`src/rtl/cam_cfg_pkg.sv`:
```
// Shared constants, state encoding and SCCB frame helpers for the OV7670 config sequencer.
package cam_cfg_pkg;

    localparam logic [7:0]  SCCB_WR_ID = 8'h42;
    localparam logic [15:0] END_MARK   = 16'hFFFF;
    localparam logic [7:0]  REG_COM7   = 8'h12;

    localparam int FRAME_BITS = 27;
    localparam int START_Q    = 2;
    localparam int BIT_Q      = 4;
    localparam int STOP_Q     = 3;
    localparam int GAP_Q      = 4;

    typedef enum logic [3:0] {
        S_IDLE, S_PWRUP, S_FETCH, S_START, S_BITS, S_STOP, S_GAP, S_RSTWAIT, S_DONE
    } state_t;

    // 3-phase write: ID, Z, reg, Z, val, Z. Z positions carry 1 but are not driven.
    function automatic logic [26:0] frame_word(input logic [7:0] id, input logic [15:0] ent);
        return {id, 1'b1, ent[15:8], 1'b1, ent[7:0], 1'b1};
    endfunction

    function automatic logic is_z_bit(input logic [4:0] bidx);
        return (bidx == 5'd8) || (bidx == 5'd17) || (bidx == 5'd26);
    endfunction

endpackage

```
`src/rtl/cam_reg_rom.sv`:
```
// Synchronous register ROM: address -> {reg, val}; unused addresses read as the end marker.
module cam_reg_rom
    import cam_cfg_pkg::*;
(
    input  logic        clk,
    input  logic [7:0]  addr,
    output logic [15:0] data
);

    logic [15:0] rom_q;

    always_ff @(posedge clk) begin
        case (addr)
            8'd0:    rom_q <= 16'h1280;   // COM7 soft reset
            8'd1:    rom_q <= 16'h1214;   // COM7: QVGA, RGB
            8'd2:    rom_q <= 16'h40D0;   // COM15: RGB565, full range
            8'd3:    rom_q <= 16'h1101;   // CLKRC
            8'd4:    rom_q <= 16'h3A04;   // TSLB
            default: rom_q <= END_MARK;
        endcase
    end

    assign data = rom_q;

endmodule

```
`src/rtl/cam_sccb_config.sv`:
```
// OV7670 SCCB write sequencer: walks the register ROM and bit-bangs one 3-phase write per entry.
module cam_sccb_config
    import cam_cfg_pkg::*;
#(
    parameter int         QDIV         = 62,
    parameter int         PWRUP_CYC    = 25000,
    parameter int         RST_WAIT_CYC = 25000,
    parameter bit         AUTO_START   = 1'b1,
    parameter logic [7:0] DEV_ID       = SCCB_WR_ID
) (
    input  logic       clk,
    input  logic       rst,
    input  logic       start,
    output logic       busy,
    output logic       done,
    output logic [7:0] reg_idx,
    output logic       sioc,
    output logic       siod_o,
    output logic       siod_oe
);

    localparam int WAIT_MAX = (PWRUP_CYC > RST_WAIT_CYC) ? PWRUP_CYC : RST_WAIT_CYC;
    localparam int WW       = $clog2(WAIT_MAX + 1);
    localparam int QW       = (QDIV > 1) ? $clog2(QDIV) : 1;

    state_t          state_q, state_d;
    logic [QW-1:0]   qcnt_q, qcnt_d;
    logic [1:0]      qph_q, qph_d;
    logic [4:0]      bcnt_q, bcnt_d;
    logic [26:0]     sh_q, sh_d;
    logic [WW-1:0]   wcnt_q, wcnt_d;
    logic [7:0]      idx_q, idx_d;
    logic            soft_q, soft_d;
    logic            sioc_d, siod_d, oe_d, busy_d, done_d;
    logic            qwrap;
    logic [15:0]     rom_data;

    // Address from the next index so the entry is already registered in FETCH.
    cam_reg_rom u_rom (.clk(clk), .addr(idx_d), .data(rom_data));

    always_ff @(posedge clk or negedge rst) begin
        if (!rst) begin
            state_q <= S_IDLE;
            qcnt_q  <= '0;
            qph_q   <= '0;
            bcnt_q  <= '0;
            sh_q    <= '0;
            wcnt_q  <= '0;
            idx_q   <= '0;
            soft_q  <= 1'b0;
            sioc    <= 1'b1;
            siod_o  <= 1'b1;
            siod_oe <= 1'b0;
            busy    <= 1'b0;
            done    <= 1'b0;
        end else begin
            state_q <= state_d;
            qcnt_q  <= qcnt_d;
            qph_q   <= qph_d;
            bcnt_q  <= bcnt_d;
            sh_q    <= sh_d;
            wcnt_q  <= wcnt_d;
            idx_q   <= idx_d;
            soft_q  <= soft_d;
            sioc    <= sioc_d;
            siod_o  <= siod_d;
            siod_oe <= oe_d;
            busy    <= busy_d;
            done    <= done_d;
        end
    end

    always_comb begin
        state_d = state_q;
        qcnt_d  = qcnt_q;
        qph_d   = qph_q;
        bcnt_d  = bcnt_q;
        sh_d    = sh_q;
        wcnt_d  = wcnt_q;
        idx_d   = idx_q;
        soft_d  = soft_q;
        qwrap   = (qcnt_q == QW'(QDIV - 1));

        if (state_q inside {S_START, S_BITS, S_STOP, S_GAP}) begin
            qcnt_d = qwrap ? '0 : qcnt_q + 1'b1;
            if (qwrap) qph_d = qph_q + 2'd1;
        end

        case (state_q)
            S_IDLE: if (AUTO_START || start) begin
                state_d = S_PWRUP;
                wcnt_d  = '0;
            end
            S_PWRUP: begin
                if (wcnt_q == WW'(PWRUP_CYC - 1)) state_d = S_FETCH;
                else                              wcnt_d  = wcnt_q + 1'b1;
            end
            S_FETCH: begin
                if (rom_data == END_MARK) begin
                    state_d = S_DONE;
                end else begin
                    state_d = S_START;
                    sh_d    = frame_word(DEV_ID, rom_data);
                    soft_d  = (rom_data[15:8] == REG_COM7) && rom_data[7];
                    qcnt_d  = '0;
                    qph_d   = '0;
                    bcnt_d  = '0;
                end
            end
            S_START: if (qwrap && qph_q == 2'(START_Q - 1)) begin
                state_d = S_BITS;
                qph_d   = '0;
            end
            S_BITS: if (qwrap && qph_q == 2'(BIT_Q - 1)) begin
                qph_d = '0;
                if (bcnt_q == 5'(FRAME_BITS - 1)) begin
                    state_d = S_STOP;
                end else begin
                    bcnt_d = bcnt_q + 5'd1;
                    sh_d   = sh_q << 1;
                end
            end
            S_STOP: if (qwrap && qph_q == 2'(STOP_Q - 1)) begin
                state_d = S_GAP;
                qph_d   = '0;
            end
            S_GAP: if (qwrap && qph_q == 2'(GAP_Q - 1)) begin
                qph_d = '0;
                if (soft_q) begin
                    state_d = S_RSTWAIT;
                    wcnt_d  = '0;
                end else begin
                    state_d = S_FETCH;
                    idx_d   = idx_q + 8'd1;
                end
            end
            S_RSTWAIT: begin
                if (wcnt_q == WW'(RST_WAIT_CYC - 1)) begin
                    state_d = S_FETCH;
                    idx_d   = idx_q + 8'd1;
                end else begin
                    wcnt_d = wcnt_q + 1'b1;
                end
            end
            S_DONE: if (start) begin
                state_d = S_PWRUP;
                idx_d   = '0;
                wcnt_d  = '0;
            end
            default: state_d = S_IDLE;
        endcase

        // Bus levels for the quarter being entered; they only move on a wrap or out of FETCH.
        sioc_d = 1'b1;
        siod_d = 1'b1;
        oe_d   = 1'b0;
        case (state_d)
            S_START: begin
                oe_d   = 1'b1;
                siod_d = 1'b0;
                sioc_d = (qph_d == 2'd0);
            end
            S_BITS: begin
                sioc_d = qph_d[1];
                siod_d = sh_d[26];
                oe_d   = !is_z_bit(bcnt_d);
            end
            S_STOP: if (qph_d != 2'd2) begin
                oe_d   = 1'b1;
                siod_d = 1'b0;
                sioc_d = (qph_d == 2'd1);
            end
            default: ;
        endcase
        busy_d = !(state_d inside {S_IDLE, S_DONE});
        done_d = (state_d == S_DONE);
    end

    assign reg_idx = idx_q;

endmodule
```
`config.mk`:
```
export PLATFORM = sky130hd
export DESIGN_NAME = cam_sccb_config
export DESIGN_NICKNAME = d
export VERILOG_FILES = /design/src/rtl/cam_cfg_pkg.sv /design/src/rtl/cam_reg_rom.sv /design/src/rtl/cam_sccb_config.sv
export SDC_FILE = /design/constraint.sdc
export NUM_CORES = 1
export LEC_CHECK = 0
export CAP_MARGIN = 10
export CELL_PAD_IN_SITES_DETAIL_PLACEMENT = 0
export CELL_PAD_IN_SITES_GLOBAL_PLACEMENT = 1
export CORE_ASPECT_RATIO = 1.75
export CORE_UTILIZATION = 40
export DETAILED_ROUTE_END_ITERATION = 16
export DONT_BUFFER_PORTS = 1
export GPL_ROUTABILITY_DRIVEN = 1
export PLACE_DENSITY = 0.71
export SLEW_MARGIN = 20
export SYNTH_ARGS = -nofsm -noshare
export SYNTH_HDL_FRONTEND = slang
export SYNTH_SLANG_ARGS = --single-unit
```
`constraint.sdc`:
```
create_clock -name clk -period 3.2 [get_ports clk]
set_input_delay 0.48 -clock clk [delete_from_list [all_inputs] [get_ports clk]]
set_output_delay 0.48 -clock clk [all_outputs]
set_load 0.02 [all_outputs]
```
==> reports/metrics.csv <==
metric,value,unit
status,finished clean,
tightest_slew,473,ps
rsz0062_at_grt,false,
cts_root_buf,clkbuf_16,
boundaryPins,16,
antenna_found_initial,0,
dieArea,11000,sq um
seqCellArea,2010,sq um
grtUsageTotal,19.7,%
drt_wl_total,9920,microns
period_share,88.2,%
fin_util,46.3,%
tns,0,ps
multi_input_area,2100,sq um
post-cts-setup-buffers,0,
fillCellCount,1008,
clock_skew,11.5,ps
die_w,79.8,microns
maxCapViolCount,0,
dieHeight,138,microns
grt_pass1_vias,3382,
path_clk_slew,60,ps
synthFlopType,dfrtp_1,
synth_area,4240,sq um
via_per_inst,5.66,
dr.pass1.iters,4,
clock_path_buffers,2,
numClockSinks,82,
fmax,354,MHz
core_area,10300,sq um
end_kind,flop,
synth_seq_cells,82,
max_stage_delay,500,ps
synth_cells,451,
whs,35.1,ps
crit_arrival,3010,ps
seq_area_frac_synth,47.4,%
wl_per_cell,16.9,microns
cts_resized,0,
worstSetupPathType,flop to flop,
avgSynthCellArea,9.40,sq um
critPathSlowestCell,or4b_1,
synth_fp_nets,465,
clk_latency,340,ps
yosysTopAreaCell,dfrtp_1,
synth_top_area_share,41.9,%
gr-total-overflow,0,
cts_hold_buf,1,
start_kind,flop,
crit_fanout,9,
ys_top_cells_by_area,"dfrtp_1, nand2_1, nor2_1",
worstSetupStartpoint,wcnt_q[9],
hold_viol,0,
grt_max_degree,74,
synth.distinct_cells,61,
diodes,0,
vdd_ir_drop_max,0.000265,V
synth.most_common_cell,dfrtp_1,
drive_gt1_share,11.5,%
rr_startpoint,wcnt_q[9],
min_period,2820,ps
synth_warnings,0,
synthTopCellsByCount,"dfrtp_1, nand2_1, nor2_1",
cts-buffers-inserted,9,
setup_viol,0,
slew_headroom,67.7,%
gp_congestion,0.833,
cts_max_level,3,
path_delay_family,simple AND/OR/NAND/NOR gates,
dpl_cell_area,4420,sq um
drtAntennaViolNets,0,
final_cell_area,4770,sq um
synth_edf_count,0,
syn2layout_area_growth,12.6,%
grt_pass1_wl,16800,microns
drv_slew,0,
crit_required,3390,ps
async_reset_ff_share,89.0,%
numPortBuffers,0,
drcViolationCount,0,
first_iter_violations,173,
layout.nets,470,
power_density,455,nW/um^2
cts_tree,yes,
vias,3330,
crit_buf_inv,0,
p_leak,2.12,nW
dp_hpwl,7360,microns
initial_core_util,41.2,%
crit_chain,"or4b_1, or4_1, o21ai_2, a21oi_2, a211o_1, nor4_4, o211ai_1",
hold_class,input port to async pin,
row_count,49,
==> final timing paths <==
check	end	slack (ps)	depth (start not counted)
setup / recovery	u_rom.data[2]	380	7
hold / removal	bcnt_q[0]	40	1
setup reg to reg	u_rom.data[2]	380	7
hold reg to reg	sh_q[8]	480	2
max in group asynchronous	sioc	2850	1
min in group clk	state_q[3]	450	3
==> area by class of cell <==
cell class / instances / share of cell area, %
clock buffer: 11 / 5.09
tap: 127 / 3.33
multi-input combinational: 331 / 44.0
sequential: 82 / 42.1
inverter: 22 / 1.73
clock inverter: 5 / 1.78
timing repair buffer: 10 / 1.99
==> metrics by stage <==
step	power [W]	worst slack [ps]	instances
6_report	0.00217	379	588
5_1_grt	0.00225	199	588
4_1_cts	0.00221	368	588
3_5_place_dp	0.00106	364	571
3_3_place_gp	0.00106	433	571
2_1_floorplan	0.00106	593	451
==> cells by family after synthesis <==
| kind of cell | share of synthesized area [%] |
|---|---|
| and+or+nand+nor | 25.6 |
| DFF | 47.4 |
| xor gates and xnor gates | 4.75 |
| muxes | 0.974 |
| buffers and inverters | 3.36 |
| AOI/OAI and AO/OA | 14.7 |
| adders and majority gates | 3.25 |
==> routing by layer <==
layer | up-vias | wire length (microns) | track usage [%]
li1 | 1620 | - | -
met1 | 1660 | 3760 | 21.3
met2 | 41 | 5730 | 36.5
met3 | 9 | 266 | 4.49
met4 | 0 | 161 | 6.39
met5 | - | 0 | 0
==> report_power, final <==
part	switching, W	internal (W)	leakage [nW]
Combinational	0.0000178	0.00000374	0.919
Sequential	0	0.00104	1.04
Clock	0.000408	0.000709	0.156
==> cells in the final DEF, fill, tap and decap left out, types with 7 or more instances in the layout <==
cell	count
a21oi_1	11
xor2_1	7
buf_4	9
ha_1	11
clkbuf_16	9
o221a_2	11
nor3_1	13
inv_1	22
nor2_1	50
o21ai_0	21
dfrtp_1	71
xnor2_1	16
nand3_1	14
nand4_1	15
and3_1	8
dfxtp_1	9
nand2_1	53
==> worst register-to-register path: stages (launching register included) <==
cell      delay (ps)
dfrtp_1          440
or4b_1           500
or4_1            450
o21ai_2          200
a21oi_2          130
a211o_1          370
nor4_4           460
o211ai_1         160
==> sequential cells by signal, indices dropped and copies added, names as in the netlist, 2 cells and up <==
name and cells:
bcnt_q 5, qcnt_q 6, qph_q 2, reg_idx 8, sh_q 27, state_q 4
u_rom.data 9, wcnt_q 15
(Power assumes the default switching activity.)
